[config.mk]
export PLATFORM = sky130hd
export DESIGN_NAME = mlblock_config_loader_flat
export DESIGN_NICKNAME = d
export VERILOG_FILES = /design/src/rtl/mlblock_cfg_pkg.sv /design/src/rtl/mlblock_config_loader_if.sv /design/src/rtl/mlblock_config_loader.sv /design/src/flat_wrapper.sv
export SDC_FILE = /design/constraint.sdc
export NUM_CORES = 1
export LEC_CHECK = 0
export ABC_CLOCK_PERIOD_IN_PS = 5200
export CAP_MARGIN = 25
export CORE_AREA = 2 2 88 90
export CTS_CLUSTER_DIAMETER = 200
export CTS_CLUSTER_SIZE = 40
export DETAILED_ROUTE_END_ITERATION = 16
export DIE_AREA = 0 0 90 92
export MAX_ROUTING_LAYER = met4
export PLACE_DENSITY = 0.77
export SYNTH_ARGS = -nofsm -noshare
export SYNTH_HDL_FRONTEND = slang
export SYNTH_SLANG_ARGS = --single-unit
export TNS_END_PERCENT = 10
[constraint.sdc]
create_clock -name clk -period 5.2 [get_ports clk]
set_clock_uncertainty 0.05 [all_clocks]
set_input_delay 1.04 -clock clk [delete_from_list [all_inputs] [get_ports clk]]
set_output_delay 1.04 -clock clk [all_outputs]
set_load 0.005 [all_outputs]
[src/rtl/mlblock_cfg_pkg.sv]
// Shared definitions for the ML-block configuration loader.
//   state_t        : loader FSM states
//   cfg_chain_len  : total serial chain length for a given block geometry
package mlblock_cfg_pkg;

    typedef enum logic [1:0] {
        IDLE  = 2'd0,
        SHIFT = 2'd1,
        DONE  = 2'd2
    } state_t;

    // Chain length = input/data half + result/control bits + per-MAC bits for every MAC.
    function automatic int cfg_chain_len(input int i_d_half,
                                         input int res_d_cntl,
                                         input int per_mac_bits,
                                         input int mac_units);
        return i_d_half + res_d_cntl + per_mac_bits * mac_units;
    endfunction

endpackage

[src/rtl/mlblock_config_loader_if.sv]
// Word-level side of the config loader.
//   cfg_valid/cfg_data/cfg_ready : word handshake (accepted when both high)
//   abort                        : cancel a load in progress
//   done                         : one-cycle completion pulse
//   rb_data/rb_valid             : previous chain contents captured by the last completed load
interface mlblock_config_loader_if #(
    parameter int CHAIN_LEN = 32
);
    logic                 cfg_valid;
    logic [CHAIN_LEN-1:0] cfg_data;
    logic                 cfg_ready;
    logic                 abort;
    logic                 done;
    logic [CHAIN_LEN-1:0] rb_data;
    logic                 rb_valid;

    modport master (
        output cfg_valid, cfg_data, abort,
        input  cfg_ready, done, rb_data, rb_valid
    );

    modport slave (
        input  cfg_valid, cfg_data, abort,
        output cfg_ready, done, rb_data, rb_valid
    );
endinterface

[src/rtl/mlblock_config_loader.sv]
// Serial configuration chain loader.
// Accepts a CHAIN_LEN-bit word, shifts it MSB first into an external shift
// chain while capturing the bits falling out of the chain tail, then pulses
// done and presents the captured old chain contents on rb_data.
//   clk, reset : clock, asynchronous active-high reset
//   cfg        : word handshake / status (mlblock_config_loader_if.slave)
//   config_en  : chain shift enable (registered)
//   config_in  : serial data into chain head (registered)
//   config_out : serial data from chain tail
module mlblock_config_loader
    import mlblock_cfg_pkg::*;
#(
    parameter int CHAIN_LEN = 32
) (
    input  logic                    clk,
    input  logic                    reset,
    mlblock_config_loader_if.slave  cfg,
    output logic                    config_en,
    output logic                    config_in,
    input  logic                    config_out
);
    localparam int CNT_W = $clog2(CHAIN_LEN + 1);
    localparam logic [CNT_W-1:0] LAST_CNT = CNT_W'(CHAIN_LEN - 1);

    state_t               state_q, state_d;
    logic [CNT_W-1:0]     cnt_q, cnt_d;
    logic [CHAIN_LEN-1:0] tx_q, tx_d;
    logic [CHAIN_LEN-1:0] rb_data_q, rb_data_d;
    logic                 config_en_q, config_en_d;
    logic                 config_in_q, config_in_d;
    logic                 done_q, done_d;
    logic                 rb_valid_q, rb_valid_d;

    // Timeline after the accept edge (cycle 0 = first SHIFT cycle):
    //   cycle 0          : outputs being loaded, config_en still 0
    //   cycles 1..N      : config_en=1, chain shifts on each closing edge
    //   cycle N+1        : DONE, done=1
    // cnt_q counts completed shifts, so it equals N-1 during the last
    // enabled cycle and the edge closing that cycle is the terminal one.
    always_comb begin
        state_d     = state_q;
        cnt_d       = cnt_q;
        tx_d        = tx_q;
        rb_data_d   = rb_data_q;
        config_en_d = config_en_q;
        config_in_d = config_in_q;
        done_d      = 1'b0;
        rb_valid_d  = rb_valid_q;

        case (state_q)
            IDLE: begin
                if (cfg.cfg_valid) begin
                    tx_d       = cfg.cfg_data;
                    cnt_d      = '0;
                    rb_valid_d = 1'b0;
                    state_d    = SHIFT;
                end
            end

            SHIFT: begin
                if (cfg.abort) begin
                    // Abort wins over terminal count; chain is left as-is.
                    config_en_d = 1'b0;
                    config_in_d = 1'b0;
                    state_d     = IDLE;
                end else begin
                    if (config_en_q) begin
                        // Tail bit seen on the same edge that shifts the chain.
                        rb_data_d = {rb_data_q[CHAIN_LEN-2:0], config_out};
                        cnt_d     = cnt_q + CNT_W'(1);
                    end
                    if (config_en_q && (cnt_q == LAST_CNT)) begin
                        config_en_d = 1'b0;
                        config_in_d = 1'b0;
                        done_d      = 1'b1;
                        rb_valid_d  = 1'b1;
                        state_d     = DONE;
                    end else begin
                        config_en_d = 1'b1;
                        config_in_d = tx_q[CHAIN_LEN-1];
                        tx_d        = {tx_q[CHAIN_LEN-2:0], 1'b0};
                    end
                end
            end

            DONE: begin
                state_d = IDLE;
            end

            default: begin
                config_en_d = 1'b0;
                config_in_d = 1'b0;
                state_d     = IDLE;
            end
        endcase
    end

    always_ff @(posedge clk or posedge reset) begin
        if (reset) begin
            state_q     <= IDLE;
            cnt_q       <= '0;
            tx_q        <= '0;
            rb_data_q   <= '0;
            config_en_q <= 1'b0;
            config_in_q <= 1'b0;
            done_q      <= 1'b0;
            rb_valid_q  <= 1'b0;
        end else begin
            state_q     <= state_d;
            cnt_q       <= cnt_d;
            tx_q        <= tx_d;
            rb_data_q   <= rb_data_d;
            config_en_q <= config_en_d;
            config_in_q <= config_in_d;
            done_q      <= done_d;
            rb_valid_q  <= rb_valid_d;
        end
    end

    assign config_en     = config_en_q;
    assign config_in     = config_in_q;
    assign cfg.cfg_ready = (state_q == IDLE);
    assign cfg.done      = done_q;
    assign cfg.rb_data   = rb_data_q;
    assign cfg.rb_valid  = rb_valid_q;

endmodule

[src/flat_wrapper.sv]
// flat-port wrapper written by rule: the top's interface ports become plain ports
module mlblock_config_loader_flat import mlblock_cfg_pkg::*;
#(
    parameter int CHAIN_LEN = 32
)
  (clk, reset, config_en, config_in, config_out, cfg_cfg_valid, cfg_cfg_data, cfg_abort, cfg_cfg_ready, cfg_done, cfg_rb_data, cfg_rb_valid);
  mlblock_config_loader_if #(.CHAIN_LEN(CHAIN_LEN)) cfg_i ();
  input  logic clk;
  input  logic reset;
  output logic config_en;
  output logic config_in;
  input  logic config_out;
  input wire logic [$bits(cfg_i.cfg_valid)-1:0] cfg_cfg_valid;
  input wire logic [$bits(cfg_i.cfg_data)-1:0] cfg_cfg_data;
  input wire logic [$bits(cfg_i.abort)-1:0] cfg_abort;
  output wire logic [$bits(cfg_i.cfg_ready)-1:0] cfg_cfg_ready;
  output wire logic [$bits(cfg_i.done)-1:0] cfg_done;
  output wire logic [$bits(cfg_i.rb_data)-1:0] cfg_rb_data;
  output wire logic [$bits(cfg_i.rb_valid)-1:0] cfg_rb_valid;
  assign cfg_i.cfg_valid = cfg_cfg_valid;
  assign cfg_i.cfg_data = cfg_cfg_data;
  assign cfg_i.abort = cfg_abort;
  assign cfg_cfg_ready = cfg_i.cfg_ready;
  assign cfg_done = cfg_i.done;
  assign cfg_rb_data = cfg_i.rb_data;
  assign cfg_rb_valid = cfg_i.rb_valid;
  mlblock_config_loader #(.CHAIN_LEN(CHAIN_LEN)) u_core (.clk(clk), .reset(reset), .cfg(cfg_i), .config_en(config_en), .config_in(config_in), .config_out(config_out));
endmodule
==> results.md <==
- Area of the core: 0.00745 sq mm
- Clk slew on worst S/H paths: 0.08 ns
- First-pass GRT wire length: 13600 microns
- Placement Cell Area: 0.00432 sq mm
- Routed wire length: 7880 microns
- Placer congestion estimate: 0.812
- Met1 Wirelength: 3680 microns
- Port bufs: 73
- Worst Path Max Fanout: 28
- Post-CTS Hold Fix Bufs: 0
- Via density per instance: 5.33
- Setup repair after global routing missed its margin: no
- Reg-to-reg critical path endpoint: u_core.tx_q[23]$_DFFE_PP0P_
- Hold endpoint: u_core.cfg.rb_data[21]$_DFFE_PP0P_
- Die span in y: 92 microns
- CP Class: primary input to flip-flop
- Setup_tns: 0 ns
- Gate Count Post-Synth: 377
- Sequential fraction of the synthesis area: 53.3%
- Final HPWL DP: 4980 microns
- Number of setup buffers added after CTS: 0
- Post-Syn Area: 0.00357 sq mm
- EDFF count, synth: 0
- Remaining Overflow, GRT: 0
- Reg2reg setup slack: 2.90 ns
- Most common flop cell mapped by yosys: dfrtp_1
- Fraction of layout cells with a size suffix above 1: 6.33%
- Gr usage total: 20.6%
- FP Rows: 32
- N_diodes: 0
- Pin slew with the least headroom to its limit: 0.847 ns
- Power Density: 344 mW/mm^2
- Fraction of registers with async set/reset: 100%
- DR WL met2: 3680 microns
- Status: finished clean
- Post_cts resized: 0
- WP data arrival: 3.15 ns
- Die Footprint: 0.00828 sq mm
- Root buffer cell: clkbuf_8
- Main area contributors after synthesis: dfrtp_1 (53%), nand2_1 (14%), a211o_1 (7.9%)
- CTS buffer count: 9
- MaxCap Viol Count: 0
- Post-route cell area: 0.00455 sq mm
- Worst vdd ir: 0.208 mV
- I/O pin count: 74
- Vias in the first global route: 2867
- Nets@finish: 476
- Cell taking the most area after synthesis: dfrtp_1
- Hold Worst Slack: 0.453 ns
- DR WL met3: 443 microns
- Worst hold start: u_core.cfg.rb_data[20]$_DFFE_PP0P_
- Clock Path Buffers: 2
- Max layer used: met4
- Tcrit/Tclk final: 56.3%
- CTS tree: yes
- Syn nets: 415
- H-tree levels: 3
- Vias: 2900
- Hold depth: 2
- Post-route ant nets: 0
- Average wire per standard cell: 14.5 microns
- Drt drc: 0
- Iter 0 DRT Violations: 206
- Crit Reg-Reg Startpoint: u_core.cnt_q[0]$_DFFE_PP0P_
- CP endpoint kind: flip-flop
- Reg2Reg Depth: 5
- Final setup viols: 0
- Max-slew headroom: 43.4%
- Clock sinks: 76
- Hold Crit Class: flip-flop to flip-flop
- Initial antenna violation count: 0
- Post-Syn Area per Cell: 9.46 sq um
- First-pass iteration count of the detailed router: 5
- Top cell type's share of synthesized area: 53.3%
- Warnings from Yosys: 0
- Cell variety after synth: 35
- Final Hold Fails: 0
- Latest clock arrival within the worst-skew pair: 0.34 ns
- Pin count of the biggest net entering global routing: 47
- Min Tclk post-route: 2.93 ns
- Post-synthesis register bit count: 76
- Synthesis-to-layout area growth: 27.6%
- Fmax: 342 MHz
- Leakage: 2.13 nW
- Initial core utilization: 47.9%
- Slew Viols, Final: 0
- DIE WIDTH: 90 microns
- CP required: 5.42 ns
- CP startpoint kind: primary input
-- area by class of cell --
cell class                 instances  area, sq um
sequential                        76         1900
fill                             646         2900
timing repair buffer              82          811
inverter                          34          128
clock inverter                     4         73.8
tap                              102          128
multi-input combinational        235         1370
clock buffer                      11          141
-- metrics by stage --
stage               power [W]  instances  util, %  setup slack (ns)
finish                0.00156        544     61.1              2.27
global route          0.00166        544     61.1              2.20
CTS                   0.00158        543     60.9              2.29
detailed placement    0.00109        528     58.0              1.95
global placement      0.00107        528     58.0              2.03
floorplan            0.000955        377        -              2.17
-- kinds of logic after synthesis --
| logic type | share of synthesized area [%] |
|---|---|
| adders and majority gates | 0.351 |
| buffers and inverters | 8.88 |
| and+or+nand+nor | 18.5 |
| AOI/OAI and AO/OA | 19.0 |
| DFF | 53.3 |
-- worst max path at each step --
stage / startpoint / to / slack [ns]
after floorplan: reset / u_core.cfg.done$_DFF_PP0_ / 2.17
after detailed placement: cfg_abort / u_core.cnt_q[4]$_DFFE_PP0P_ / 1.95
after CTS: cfg_abort / u_core.cnt_q[4]$_DFFE_PP0P_ / 2.29
after global placement: cfg_abort / u_core.cnt_q[3]$_DFFE_PP0P_ / 2.03
after global routing: cfg_abort / u_core.cnt_q[4]$_DFFE_PP0P_ / 2.20
final: cfg_abort / u_core.cnt_q[4]$_DFFE_PP0P_ / 2.27
-- worst max-delay path, cell delays in order --
cell and delay (ns):
clkdlybuf4s50_1 0.52, nand4bb_1 0.60, buf_4 0.42, or4_1 0.48, nand2_1 0.07
-- sequential cells by signal, indices dropped and copies added, names as in the netlist --
signal / cells
u_core.cfg.done: 1
u_core.tx_q: 32
u_core.config_en: 1
u_core.state_q: 2
u_core.cfg.rb_data: 32
u_core.cnt_q: 6
u_core.cfg.rb_valid: 1
u_core.config_in: 1
-- cell usage after synthesis, drive strengths merged, types with 2 or more instances --
library cell,instances
clkbuf,20
inv,34
o211ai,2
o311ai,31
a21oi,3
a211o,32
nor4,2
a21o,2
nor2,5
or3b,2
a31o,2
buf,12
or4,2
nand3,4
dfrtp,76
nand2,134
-- per-layer routing --
layer	up-vias	global-route usage [%]
met5	-	-
met3	6	5.26
li1	1409	-
met2	76	30.5
met1	1409	27.8
met4	0	7.18
-- report_power, final --
group | internal, W | switching, W | total [W]
logic | 0.000166 | 0.000166 | 0.000332
registers | 0.000691 | 0.0000535 | 0.000745
clock network | 0.000281 | 0.000207 | 0.000488
total | 0.00114 | 0.000426 | 0.00156
-- cell usage in the layout (no fill, tap or decap) --
cell type,instances
clkdlybuf4s50_1,73
o311a_1,1
nor4bb_4,1
and3b_1,1
inv_2,1
a22o_1,1
a2111oi_0,1
o311ai_1,31
clkbuf_1,1
nand4bb_1,1
buf_4,8
nor2_1,5
nor3b_4,1
and3_1,1
o22ai_1,1
a21oi_1,2
o211ai_1,2
a21oi_4,1
nand3_1,4
nor4_1,1
a211o_1,32
a32o_1,1
bufinv_16,2
nand2_1,134
buf_12,1
a31o_1,2
inv_1,33
o21a_1,1
nand4b_1,1
ha_1,1
or3b_1,2
nor4_2,1
clkinv_4,1
clkbuf_8,10
clkinv_2,1
or4_1,2
dfrtp_1,76
or2b_1,1
a21o_1,2
No activity file was read; power rests on OpenSTA's default activity.
